===== src/rtl/skolem_sweep_ctrl.sv =====
// Exhaustive sweep sequencer: drives every N_IN-bit vector into a Skolem block and checks it against an oracle.
// Optional build macro SKOLEM_SWEEP_STOP_ON_FAIL_EN ends the sweep at the first mismatching vector.
module skolem_sweep_ctrl #(
    parameter int N_IN = 8,
    parameter int LAT  = 1
) (
    input  logic            clk,
    input  logic            rst_n,
    input  logic            start,
    input  logic            abort,
    input  logic            fn_i,
    input  logic            ref_i,
    output logic [N_IN-1:0] vec_o,
    output logic            vec_valid_o,
    output logic            busy_o,
    output logic            done_o,
    output logic            pass_o,
    output logic [N_IN:0]   mis_cnt_o,
    output logic [N_IN-1:0] fail_vec_o,
    output logic            fail_vld_o
);

    typedef enum logic [1:0] {
        IDLE   = 2'd0,
        RUN    = 2'd1,
        SAMPLE = 2'd2,
        DONE   = 2'd3
    } state_t;

    // With no settle time a fresh vector is sampled in the very cycle it appears.
    localparam state_t        FIRST       = (LAT == 0) ? SAMPLE : RUN;
    localparam logic [3:0]    SETTLE_LAST = 4'((LAT == 0) ? 0 : LAT - 1);
    localparam logic [N_IN:0] VEC_LAST    = {1'b0, {N_IN{1'b1}}};

    state_t          state, state_d;
    logic [N_IN:0]   vec, vec_d;
    logic [3:0]      settle, settle_d;
    logic [N_IN:0]   mis_cnt, mis_cnt_d;
    logic [N_IN-1:0] fail_vec, fail_vec_d;
    logic            fail_vld, fail_vld_d;
    logic            pass, pass_d;
    logic            mismatch;
    logic            stop;

    // Gating with the state keeps X on fn_i/ref_i out of the counters between samples.
    assign mismatch = (state == SAMPLE) && (fn_i != ref_i);

`ifdef SKOLEM_SWEEP_STOP_ON_FAIL_EN
    assign stop = mismatch;
`else
    assign stop = 1'b0;
`endif

    always_ff @(posedge clk or negedge rst_n) begin
        if (!rst_n) begin
            state <= IDLE;
        end else begin
            // NOTE: non-blocking assignments so every register sees pre-edge values.
            state <= state_d;
        end
    end

    always_ff @(posedge clk or negedge rst_n) begin
        if (!rst_n) begin
            vec      <= '0;
            settle   <= '0;
            mis_cnt  <= '0;
            fail_vec <= '0;
            fail_vld <= 1'b0;
            pass     <= 1'b0;
        end else begin
            vec      <= vec_d;
            settle   <= settle_d;
            mis_cnt  <= mis_cnt_d;
            fail_vec <= fail_vec_d;
            fail_vld <= fail_vld_d;
            pass     <= pass_d;
        end
    end

    always_comb begin
        // NOTE: every target gets a default first so no latch is inferred.
        state_d    = state;
        vec_d      = vec;
        settle_d   = settle;
        mis_cnt_d  = mis_cnt;
        fail_vec_d = fail_vec;
        fail_vld_d = fail_vld;
        pass_d     = pass;

        if (abort) begin
            // Partial counts and the first failing vector are kept for debug.
            state_d  = IDLE;
            settle_d = '0;
            pass_d   = 1'b0;
        end else begin
            unique case (state)
                IDLE: begin
                    if (start) begin
                        state_d    = FIRST;
                        vec_d      = '0;
                        settle_d   = '0;
                        mis_cnt_d  = '0;
                        fail_vec_d = '0;
                        fail_vld_d = 1'b0;
                        pass_d     = 1'b0;
                    end
                end
                RUN: begin
                    if (settle == SETTLE_LAST) begin
                        state_d  = SAMPLE;
                        settle_d = '0;
                    end else begin
                        settle_d = settle + 4'd1;
                    end
                end
                SAMPLE: begin
                    if (mismatch) begin
                        mis_cnt_d = mis_cnt + 1'b1;
                        if (!fail_vld) begin
                            fail_vec_d = vec[N_IN-1:0];
                            fail_vld_d = 1'b1;
                        end
                    end
                    if (vec == VEC_LAST || stop) begin
                        state_d = DONE;
                        pass_d  = (mis_cnt_d == '0);
                    end else begin
                        state_d = FIRST;
                        vec_d   = vec + 1'b1;
                    end
                end
                DONE: begin
                    state_d = IDLE;
                end
                default: begin
                    state_d = IDLE;
                end
            endcase
        end
    end

    assign vec_o       = vec[N_IN-1:0];
    assign vec_valid_o = (state == RUN) || (state == SAMPLE);
    assign busy_o      = (state == RUN) || (state == SAMPLE);
    assign done_o      = (state == DONE);
    assign pass_o      = pass;
    assign mis_cnt_o   = mis_cnt;
    assign fail_vec_o  = fail_vec;
    assign fail_vld_o  = fail_vld;

endmodule


===== config.mk =====
export PLATFORM = sky130hd
export DESIGN_NAME = skolem_sweep_ctrl
export DESIGN_NICKNAME = d
export VERILOG_FILES = /design/src/rtl/skolem_sweep_ctrl.sv
export SDC_FILE = /design/constraint.sdc
export NUM_CORES = 1
export LEC_CHECK = 0
export CORE_AREA = 4 4 78 80
export CTS_CLUSTER_DIAMETER = 120
export DETAILED_ROUTE_END_ITERATION = 10
export DIE_AREA = 0 0 82 84
export HOLD_SLACK_MARGIN = 0.03
export PLACE_DENSITY_LB_ADDON = 0.2
export SETUP_SLACK_MARGIN = 0.4
export SYNTH_ARGS = -nofsm -noshare
export SYNTH_HDL_FRONTEND = slang
export SYNTH_SLANG_ARGS = --single-unit

===== constraint.sdc =====
create_clock -name clk -period 3.1 [get_ports clk]
set_input_delay 0.93 -clock clk [delete_from_list [all_inputs] [get_ports clk]]
set_output_delay 0.93 -clock clk [all_outputs]
set_load 0.1 [all_outputs]

# Word level (Yosys, flattened, before mapping)
# Cells that the tools add are included.
# totals
ff_bits	34
input_bits	6
out_inout_bits	30
# classes
add_sub_neg	3
eq_ne	12
n_mux	26
n_bitwise	1
n_reduce_logical	15
# ops
op	count
9-bit 2-to-1 mux	5
9-bit case mux with 2 select lines	2
8-bit 2-to-1 mux	3
9-bit by 1-bit adder with 9-bit output, second input constant	2
8-bit case mux with 2 select lines	1
4-bit 2-to-1 mux	3
9-bit by 8-bit == test with 1-bit output, second input constant	1
9-bit zero test	1
2-bit 2-to-1 mux	4
2-bit != test, second input constant	4
2-bit case mux with 4 select lines	1
4-bit case mux with 2 select lines	1
4-bit AND reduction	2
3-bit != test, second input constant	2
3-bit AND reduction	2
3-bit nonzero test	2
5-bit AND reduction	1
4-bit by 1-bit adder with 4-bit output, second input constant	1
2-bit == test, second input constant	2
4-bit zero test	1
1-bit 2-to-1 mux	4
1-bit case mux with 2 select lines	2
2-bit AND reduction	2
3-bit by 2-bit != test with 1-bit output, second input constant	1
other kinds (7)	7

# Logic depth before layout (Yosys ltp)
# Gate-level depths: netlist of the first run.
# logic_depth
word_depth	9
ltp_mapped	9

# Worst setup path before layout of the first run
# Ideal clock, no wire load.
# synth_path
kind	reg-to-output
start	register state[1]
end	output port vec_valid_o
arrival_ns	1.761
path_slack_ns	0.409
stages_incl_launch_ff	4
n_path_buf	1
cell_sequence	dfrtp_1 -> inv_1 -> ha_1 -> buf_4
# synth_between
elab_chain_len	2
elab_cells_between_ends	3
# synth_rtl
element	line	source
start, declared	35	state_t state, state_d;
start signal, assigned	59	state <= state_d;
2-bit by 1-bit == test with 1-bit output / 2-bit == test (equally long branches)	n/a	
1-bit logical OR *	n/a	
end, declared	14	output logic vec_valid_o,
# Mark *: on every way between the ends. The rest lies on a longest branch, timed or not.

# Final worst setup path of the first run
# layout_path
start	input port fn_i
end	register pass, in the netlist pass_o
# layout_between
elab_chain_len	9
# layout_rtl
element	line	source
start, declared	11	input logic fn_i,
1-bit != test	46	assign mismatch = (state == SAMPLE) && (fn_i != ref_i);
1-bit logical AND	46	
9-bit 2-to-1 mux	118	if (mismatch) begin
9-bit 2-to-1 mux	97	unique case (state)
9-bit 2-to-1 mux	91	if (abort) begin
9-bit zero test	127	pass_d = (mis_cnt_d == '0);
1-bit 2-to-1 mux	125	if (vec == VEC_LAST || stop) begin
1-bit case mux with 2 select lines	97	
1-bit 2-to-1 mux	91	
end signal, assigned	77	pass <= pass_d;
end, declared	41	logic pass, pass_d;
# No other way between the ends. The select of a mux whose other input is x is not followed.
# A chain may end at the register's enable or synchronous reset.

==> results.json, run 1 <==
{
  "outcome": "complete, no violations",
  "gp_congestion": 0.795,
  "worstPathMaxFanout": 9,
  "cts_root_buf": "clkbuf_8",
  "slowest_stage": "clkdlybuf4s50_1",
  "vias": 1624,
  "tightest_slew_ns": 0.443,
  "synth_area_per_cell_um2": 9.22,
  "antenna_found_initial": 0,
  "io_buffers": 35,
  "endpoint_kind": "register",
  "tns_ns": 0,
  "cts_max_path_buffers": 2,
  "first_pass_iters": 4,
  "seq_area_um2": 851,
  "multi_input_area_um2": 973,
  "ys_seq_area_share_pct": 43.3,
  "max_slew_margin_pct": 70.4,
  "cpPeakStageDelay_ns": 0.49,
  "synth-adder-area-share_pct": 6.37,
  "fillers": 563,
  "r2r_slack_ns": 0.70,
  "design.core.area_mm2": 0.00541,
  "rsz0062_at_grt": "no",
  "synth_xor_area_share_pct": 4.52,
  "clock_latency_ns": 0.29,
  "p_per_area_mw_per_mm2": 584,
  "hold_viol_final": 0,
  "synth.area.mux_share_pct": 1.08,
  "ys_ff_latch": 34,
  "post_drt_wl_per_cell_um": 13.5,
  "htree_num_levels": 2,
  "crit_required_ns": 3.30,
  "crit_type": "input pin to register",
  "path_clk_slew_ns": 0.08,
  "setup.worst_path.start": "fn_i",
  "crit_chain": "clkdlybuf4s50_1, xnor2_4, nor2b_2, a2111o_1, a221o_1, o31ai_1",
  "vias_per_cell": 5.11,
  "track_usage_pct": 13.7,
  "grt_pass1_vias": 1537,
  "post-route-min-period_ns": 2.57,
  "crit_path_end": "pass_o$_DFFE_PN0P_",
  "busiest_layer": "met2",
  "grtUsageMet2_pct": 20.0,
  "cp-start-kind": "input pin",
  "grt_util_met1_pct": 19.4,
  "ctsResizeCount": 0,
  "drive_gt1_share_pct": 19.9,
  "die_y_um": 84,
  "hpwl_um": 3110,
  "cts_buffers": 5,
  "r2r_end": "vec[5]$_DFFE_PN0P_",
  "cts.sinks": 34,
  "fin_nets": 261,
  "grt_pass1_wl_um": 7420,
  "drc": 0,
  "setup_slack_ns": 0.525,
  "crit_arrival_ns": 2.77,
  "grt_max_degree": 35,
  "tritoncts": "built",
  "synth_top_family_by_area": "simple AND/OR/NAND/NOR gates",
  "start_util_pct": 36.3,
  "finalMaxSlewViolations": 0,
  "drt_iter0_drc": 133,
  "diodes": 0,
  "area_delta_synth_final_pct": 22.0,
  "cap_viol_max_count": 0,
  "syn_inst": 213,
  "rows": 27,
  "met3_usage_pct": 3.46,
  "clock_skew_ns": 0.00436,
  "reg2regPathDepth": 9,
  "pin_count": 36,
  "netlist_area_mm2": 0.00196,
  "yosys_warnings": 0,
  "leakage_nw": 1.15,
  "fmax_ghz": 0.388,
  "drtAntennaViolNets": 0,
  "synth-simple-area-share_pct": 19.3,
  "drt_wl_total_um": 4280,
  "peakVddDrop_v": 0.000330,
  "hold_path_class": "register to register",
  "synth_compound_area_share_pct": 18.2,
  "setup_viol": 0,
  "place_ws_ns": 0.211,
  "fp.dieW_um": 82,
  "die_area_mm2": 0.00689,
  "overflow": 0,
  "finalCritPeriodShare_pct": 83.0,
  "synth_cell_types": 44,
  "r2r_start": "vec[3]$_DFFE_PN0P_",
  "syn_nets": 229
}
-- cells by family (layout without fill, tap and decap cells) --
| logic type | count (synthesis) | count (layout) |
|---|---|---|
| buf+inv | 28 | 61 |
| fa+ha+maj | 10 | 10 |
| mux | 2 | 2 |
| compound gates | 52 | 52 |
| flops | 34 | 34 |
| simple gates | 79 | 79 |
| xor+xnor | 8 | 8 |
-- layout make-up --
cell class	instances	area share [%]
inverter	11	1.72
sequential	34	35.5
clock inverter	3	1.88
tap	72	3.76
clock buffer	5	2.87
timing repair buffer	42	13.7
multi-input combinational	151	40.6
-- metrics by stage --
step                      power [mW]  utilization [%]  hold slack, ns  cells  instance area (um^2)
final                           1.40             44.4           0.506    318                  2400
after global placement          1.00             42.2           0.488    310                  2280
after global routing            1.48             44.4           0.520    318                  2400
after floorplan                0.896                -           0.474    213                  1960
after detailed placement        1.00             42.2           0.489    310                  2280
after CTS                       1.42             44.4           0.508    318                  2400
-- registers in the layout, indices dropped and copies added, names as in the netlist --
| register | cells |
|---|---|
| fail_vec_o | 8 |
| fail_vld_o | 1 |
| mis_cnt_o | 9 |
| pass_o | 1 |
| settle | 4 |
| state | 2 |
| vec | 9 |
-- per-layer routing --
layer  vias up  wire length [um]
met5         -                 0
met4         0                52
met3         5               237
met2        33              1960
met1       769              2040
li1        817                 -
-- critical path, delay by kind of cell --
family / cells / cell delay (ns)
compound gates: 3 / 0.93
xor+xnor: 1 / 0.30
buf+inv: 1 / 0.49
simple gates: 1 / 0.12
-- where the power goes --
group          switching [mW]  internal, mW  total, mW  leakage [nW]
registers              0.0310         0.464      0.495         0.472
logic                   0.372         0.121      0.493         0.624
clock network           0.173         0.239      0.412        0.0504
total                   0.576         0.824       1.40          1.15
-- repair_timing --
item / CTS / global route
buffers inserted: 0 / 0
endpoints found under the setup margin: 0 / 1
hold buffers: 0 / 0
-- worst min path at each step --
stage                                      to  depth (start not counted)                      start
global placement    fail_vec_o[1]$_DFFE_PN0P_                          1  fail_vec_o[1]$_DFFE_PN0P_
floorplan               settle[2]$_DFFE_PN0P_                          1      settle[2]$_DFFE_PN0P_
detailed placement  fail_vec_o[1]$_DFFE_PN0P_                          1  fail_vec_o[1]$_DFFE_PN0P_
CTS                 fail_vec_o[1]$_DFFE_PN0P_                          1  fail_vec_o[1]$_DFFE_PN0P_
finish              fail_vec_o[4]$_DFFE_PN0P_                          1  fail_vec_o[4]$_DFFE_PN0P_
global route        fail_vec_o[2]$_DFFE_PN0P_                          1  fail_vec_o[2]$_DFFE_PN0P_
-- Yosys cell counts (all sizes together) --
master | n | area share [%]
o21ai | 18 | 4.6
a21o | 2 | 0.76
dfrtp | 34 | 43
and2 | 1 | 0.32
nor4b | 1 | 0.45
o22ai | 1 | 0.32
a21oi | 5 | 1.3
nor2b | 4 | 1.4
a211o | 1 | 0.45
nand3 | 10 | 2.5
or2 | 1 | 0.32
and3 | 3 | 0.96
a2111o | 1 | 0.57
a211oi | 1 | 0.38
xnor2 | 1 | 1.4
o311ai | 1 | 0.45
inv | 11 | 2.1
a22o | 11 | 4.9
xor2 | 7 | 3.1
mux2i | 1 | 0.51
a32o | 1 | 0.51
a31oi | 3 | 0.96
and4 | 1 | 0.45
mux2 | 1 | 0.57
nor4 | 2 | 0.64
o31ai | 3 | 1.1
o31a | 1 | 0.45
nand3b | 1 | 0.38
nand4 | 5 | 1.6
nor2 | 28 | 5.4
ha | 10 | 6.4
a221o | 1 | 0.51
a21bo | 1 | 0.51
or3 | 2 | 0.64
clkbuf | 5 | 0.96
buf | 12 | 4.1
nor3 | 3 | 0.76
nand2b | 2 | 0.64
a2111oi | 1 | 0.45
nand2 | 15 | 2.9
-- cell usage in the layout (no fill, tap or decap), types with 2 or more instances in the layout --
cell             instances
buf_4                   37
dfrtp_1                 34
nor2_1                  28
o21ai_0                 16
nand2_1                 15
inv_1                   11
a22o_1                  11
nand3_1                 10
ha_1                    10
xor2_1                   7
a21oi_1                  5
nand4_1                  5
clkbuf_8                 5
clkdlybuf4s50_1          5
and3_1                   3
nor2b_1                  3
o31ai_1                  3
nor3_1                   3
a31oi_1                  3
nand2b_1                 2
or3_1                    2
a21o_1                   2
nor4_1                   2
o21ai_1                  2
clkinvlp_4               2
(Power assumes the default switching activity.)
==> run 2: changes to the inputs <==
==> constraint.sdc (replaced) <==
create_clock -name clk -period 2.25 [get_ports clk]
set_input_delay 0.675 -clock clk [delete_from_list [all_inputs] [get_ports clk]]
set_output_delay 0.675 -clock clk [all_outputs]
set_load 0.1 [all_outputs]
==> results.json, run 2 (synthesized netlist as in run 1, its figures left out) <==
{
  "htree_num_levels": 2,
  "start_util_pct": 36.3,
  "fillers": 465,
  "clock_skew_ns": 0.0130,
  "endpoint_kind": "register",
  "drt_wl_total_um": 5120,
  "rsz0062_at_grt": "yes",
  "crit_arrival_ns": 2.12,
  "dp.cells": 330,
  "leakage_nw": 1.39,
  "drive_gt1_share_pct": 41.2,
  "gp_congestion": 0.870,
  "fmax_ghz": 0.514,
  "diodes": 0,
  "cts.sinks": 34,
  "drc": 0,
  "final_util_pct": 57.4,
  "final_area_mm2": 0.00310,
  "vias_per_cell": 5.08,
  "track_usage_pct": 15.3,
  "setup_slack_ns": 0.304,
  "place_area_mm2": 0.00278,
  "io_buffers": 35,
  "finalMaxSlewViolations": 0,
  "hold_viol_final": 0,
  "cts_buffers": 5,
  "tritoncts": "built",
  "crit_type": "register to register",
  "max_slew_margin_pct": 70.9,
  "place_ws_ns": -0.191,
  "cp-start-kind": "register",
  "outcome": "complete, no violations",
  "crit_path_end": "vec[4]$_DFFE_PN0P_",
  "cts_root_buf": "clkbuf_8",
  "fin_cells": 349,
  "cts_max_path_buffers": 2,
  "die_y_um": 84,
  "p_per_area_mw_per_mm2": 751,
  "routed-wl-met2_um": 2500,
  "wl_met3_um": 182,
  "fin_nets": 292,
  "grt_pass1_wl_um": 8380,
  "grt_max_degree": 35,
  "cap_viol_max_count": 0,
  "antenna_found_initial": 0,
  "first_pass_iters": 4,
  "reg2regPathDepth": 9,
  "drtAntennaViolNets": 0,
  "setup.worst_path.start": "vec[5]$_DFFE_PN0P_",
  "vias": 1774,
  "pin_count": 36,
  "layout_commonest_cell": "buf_4",
  "hold_path_class": "register to register",
  "final_cell_mix": "43 x buf_4, 25 x dfrtp_1, 23 x nor2_1, 21 x buf_12, 15 x nand2_1",
  "peakVddDrop_v": 0.000509,
  "setup_viol": 0,
  "clock_latency_ns": 0.29,
  "area_delta_synth_final_pct": 58.0,
  "overflow": 0,
  "m1WireLength_um": 2400,
  "die_area_mm2": 0.00689,
  "finalCritPeriodShare_pct": 86.5,
  "post_drt_wl_per_cell_um": 14.7,
  "grt_pass1_vias": 1753,
  "post-route-min-period_ns": 1.95,
  "ctsHoldBuffers": 0,
  "tightest_slew_ns": 0.436,
  "drt_iter0_drc": 113,
  "path_clk_slew_ns": 0.07,
  "r2r_end": "vec[4]$_DFFE_PN0P_",
  "hpwl_um": 3370,
  "design.core.area_mm2": 0.00541,
  "r2r_start": "vec[5]$_DFFE_PN0P_",
  "crit_required_ns": 2.43,
  "highest_layer": "met4",
  "whs_path_depth": 1,
  "r2r_slack_ns": 0.30,
  "worstPathMaxFanout": 8,
  "rows": 27,
  "fp.dieW_um": 82
}
run 2: layer usage:
| metal | track usage (%) | vias up |
|---|---|---|
| li1 | - | 874 |
| met1 | 21.5 | 864 |
| met2 | 23.5 | 32 |
| met3 | 3.56 | 4 |
| met4 | 4.08 | 0 |
| met5 | 0 | - |
run 2: cell type report:
| type | instances | area [um^2] | share of cell area, % |
|---|---|---|---|
| timing repair buffer | 72 | 815 | 26.2 |
| clock buffer | 7 | 86.3 | 2.78 |
| clock inverter | 1 | 30.0 | 0.967 |
| multi-input combinational | 152 | 1170 | 37.7 |
| inverter | 11 | 43.8 | 1.41 |
| sequential | 34 | 870 | 28.0 |
| tap | 72 | 90.1 | 2.90 |
run 2: power by group:
| group | switching (mW) | total, mW | internal, mW |
|---|---|---|---|
| clock network | 0.229 | 0.590 | 0.361 |
| registers | 0.0350 | 0.679 | 0.644 |
| logic | 0.640 | 1.06 | 0.422 |
| total | 0.903 | 2.33 | 1.43 |
run 2: worst min-delay path by stage:
stage | start | to | slack, ns
after global placement | fail_vec_o[3]$_DFFE_PN0P_ | fail_vec_o[3]$_DFFE_PN0P_ | 0.50
after global routing | fail_vec_o[4]$_DFFE_PN0P_ | fail_vec_o[4]$_DFFE_PN0P_ | 0.54
after CTS | fail_vec_o[3]$_DFFE_PN0P_ | fail_vec_o[3]$_DFFE_PN0P_ | 0.51
final | fail_vec_o[1]$_DFFE_PN0P_ | fail_vec_o[1]$_DFFE_PN0P_ | 0.51
after floorplan | rst_n | fail_vec_o[0]$_DFFE_PN0P_ | 0.38
after detailed placement | fail_vec_o[0]$_DFFE_PN0P_ | fail_vec_o[0]$_DFFE_PN0P_ | 0.49
run 2: critical path: stages, from the launching register on:
cell and delay (ns):
dfrtp_1 0.38, and4_1 0.21, and2_4 0.14, and3_4 0.18
ha_4 0.16, a2111oi_4 0.29, buf_6 0.17, nand4_1 0.09
xor2_1 0.16, nor2_1 0.06
run 2: repair_timing:
action / 4_1_cts / 5_1_grt
endpoints found under the setup margin: 29 / 24
gates resized for setup: 12 / 25
gates cloned: 1 / 0
setup buffers: 5 / 5
pin swaps: 12 / 17
run 2: per-stage QoR:
stage | TNS, ns | power [mW] | hold WS [ns]
detailed placement | -1.54 | 1.61 | 0.487
global placement | -1.46 | 1.61 | 0.495
CTS | 0 | 2.26 | 0.512
global route | 0 | 2.44 | 0.542
finish | 0 | 2.33 | 0.506
floorplan | 0 | 1.30 | 0.379
==> run 3: changes to the inputs <==
--- a/config.mk
+++ b/config.mk
@@ -6,11 +6,11 @@
 export NUM_CORES = 1
 export LEC_CHECK = 0
 export CORE_AREA = 4 4 78 80
-export CTS_CLUSTER_DIAMETER = 120
+export CTS_CLUSTER_DIAMETER = 150
 export DETAILED_ROUTE_END_ITERATION = 10
 export DIE_AREA = 0 0 82 84
 export HOLD_SLACK_MARGIN = 0.03
-export PLACE_DENSITY_LB_ADDON = 0.2
+export PLACE_DENSITY = 0.6
 export SETUP_SLACK_MARGIN = 0.4
 export SYNTH_ARGS = -nofsm -noshare
 export SYNTH_HDL_FRONTEND = slang
==> constraint.sdc (replaced) <==
create_clock -name clk -period 1.7 [get_ports clk]
set_input_delay 0.51 -clock clk [delete_from_list [all_inputs] [get_ports clk]]
set_output_delay 0.51 -clock clk [all_outputs]
set_load 0.1 [all_outputs]
==> results.json, run 3 (synthesized netlist as in run 1, its figures left out) <==
{
  "drt_wl_total_um": 6500,
  "track_usage_pct": 18.2,
  "cts_buffers": 5,
  "holdWs_ns": 0.533,
  "antenna_found_initial": 0,
  "area_delta_synth_final_pct": 105,
  "fin_nets": 345,
  "fmax_ghz": 0.497,
  "violations": "negative setup slack",
  "setup_viol": 32,
  "drc": 0,
  "design.core.area_mm2": 0.00541,
  "overflow": 0,
  "drtAntennaViolNets": 0,
  "grt_pass1_wl_um": 9800,
  "post-route-min-period_ns": 2.01,
  "pin_count": 36,
  "vias": 2105,
  "post_drt_wl_per_cell_um": 16.2,
  "outcome": "finished with violations",
  "worstPathMaxFanout": 7,
  "dp.cells": 352,
  "peakVddDrop_v": 0.00144,
  "gp_congestion": 0.860,
  "slowest_stage": "dfrtp_1",
  "setup_slack_ns": -0.311,
  "cts_root_buf": "clkbuf_8",
  "finalMaxSlewViolations": 0,
  "diodes": 0,
  "tritoncts": "built",
  "cts_max_path_buffers": 2,
  "final_cell_mix": "59 x buf_4, 32 x buf_12, 27 x buf_6, 19 x nor2_1, 18 x dfrtp_2",
  "rsz0062_at_grt": "yes",
  "htree_num_levels": 2,
  "hold_viol_final": 0,
  "fp.dieW_um": 82,
  "first_pass_iters": 4,
  "cap_viol_max_count": 0,
  "grt_max_degree": 35,
  "vias_per_cell": 5.24,
  "timing.critical_path.buf_inv": 2,
  "io_buffers": 35,
  "leakage_nw": 1.80,
  "crit_chain": "and4_1, and2_4, and3_4, ha_4, a2111oi_4, buf_6, buf_4, nand2_4, xor2_1, nor2_1",
  "die_y_um": 84,
  "cp-start-kind": "register",
  "p_per_area_mw_per_mm2": 959,
  "cpPeakStageDelay_ns": 0.38,
  "ctsHoldBuffers": 0,
  "finalCritPeriodShare_pct": 118,
  "clock_latency_ns": 0.30,
  "drive_gt1_share_pct": 63.0,
  "rows": 27,
  "drt_iter0_drc": 103,
  "start_util_pct": 36.3,
  "crit_arrival_ns": 2.20,
  "max_slew_margin_pct": 71.0,
  "hpwl_um": 3780,
  "clock_skew_ns": 0.00372,
  "tns_ns": -4.68,
  "crit_type": "register to register",
  "hold_path_class": "register to register",
  "final_util_pct": 74.6,
  "grt_pass1_vias": 2085,
  "crit_required_ns": 1.88,
  "tightest_slew_ns": 0.428,
  "fin_cells": 402,
  "die_area_mm2": 0.00689,
  "endpoint_kind": "register",
  "path_clk_slew_ns": 0.08,
  "layout_commonest_cell": "buf_4",
  "cp_top_family": "simple AND/OR/NAND/NOR gates",
  "cts.sinks": 34,
  "finalPower_mw": 3.87
}
[run 3: worst reg2reg max path, delay by kind of cell (launching register included)]
family	cells	cell delay [ns]
AND/OR/NAND/NOR	5	0.59
flip-flops	1	0.38
AO/OA/AOI/OAI	1	0.31
buffers and inverters	2	0.30
adder cells (fa/ha/maj)	1	0.16
XOR/XNOR	1	0.15
[run 3: what timing repair did]
item,4_1_cts,5_1_grt
setup endpoints to repair,64,64
pin swaps,16,20
resized for setup,58,35
gates cloned,1,0
setup buffers,25,16
[run 3: power by group]
group / total, mW / internal, mW / leakage, nW / switching, mW
combinational: 2.02 / 0.960 / 1.30 / 1.07
clock: 0.934 / 0.588 / 0.0683 / 0.346
sequential: 0.908 / 0.854 / 0.437 / 0.0543
[run 3: worst paths after layout]
check | startpoint | to | slack, ns | cells after the start
max | vec[3]$_DFFE_PN0P_ | vec[2]$_DFFE_PN0P_ | -0.31 | 10
min | settle[2]$_DFFE_PN0P_ | settle[2]$_DFFE_PN0P_ | 0.53 | 1
max reg2reg | vec[3]$_DFFE_PN0P_ | vec[2]$_DFFE_PN0P_ | -0.31 | 10
min reg2reg | settle[2]$_DFFE_PN0P_ | settle[2]$_DFFE_PN0P_ | 0.53 | 1
max in group asynchronous | rst_n | mis_cnt_o[0]$_DFFE_PN0P_ | 0.93 | 2
min in group asynchronous | rst_n | mis_cnt_o[8]$_DFFE_PN0P_ | 0.57 | 2
[run 3: final cells by class]
cell class | instances | area (um^2)
Clock buffer | 5 | 68.8
Clock inverter | 3 | 68.8
Fill cell | 314 | 1380
Inverter | 11 | 46.3
Multi-Input combinational cell | 151 | 1380
Sequential cell | 34 | 885
Tap cell | 72 | 90.1
Timing Repair Buffer | 126 | 1490
[run 3: layer usage]
layer	part of all wire [%]	vias up	track usage [%]
met2	51	64	29.6
met3	5.2	11	3.35
met1	42	1045	24.2
met4	1.3	0	5.29
li1	-	985	-
met5	0	-	0
[run 3: through the flow]
stage                     setup slack (ns)  cell area (um^2)
after floorplan                     -0.308              2220
after detailed placement            -0.655              3200
final                               -0.311              4030
after global placement              -0.578              3200
after CTS                           -0.257              3750
after global routing                -0.389              4030
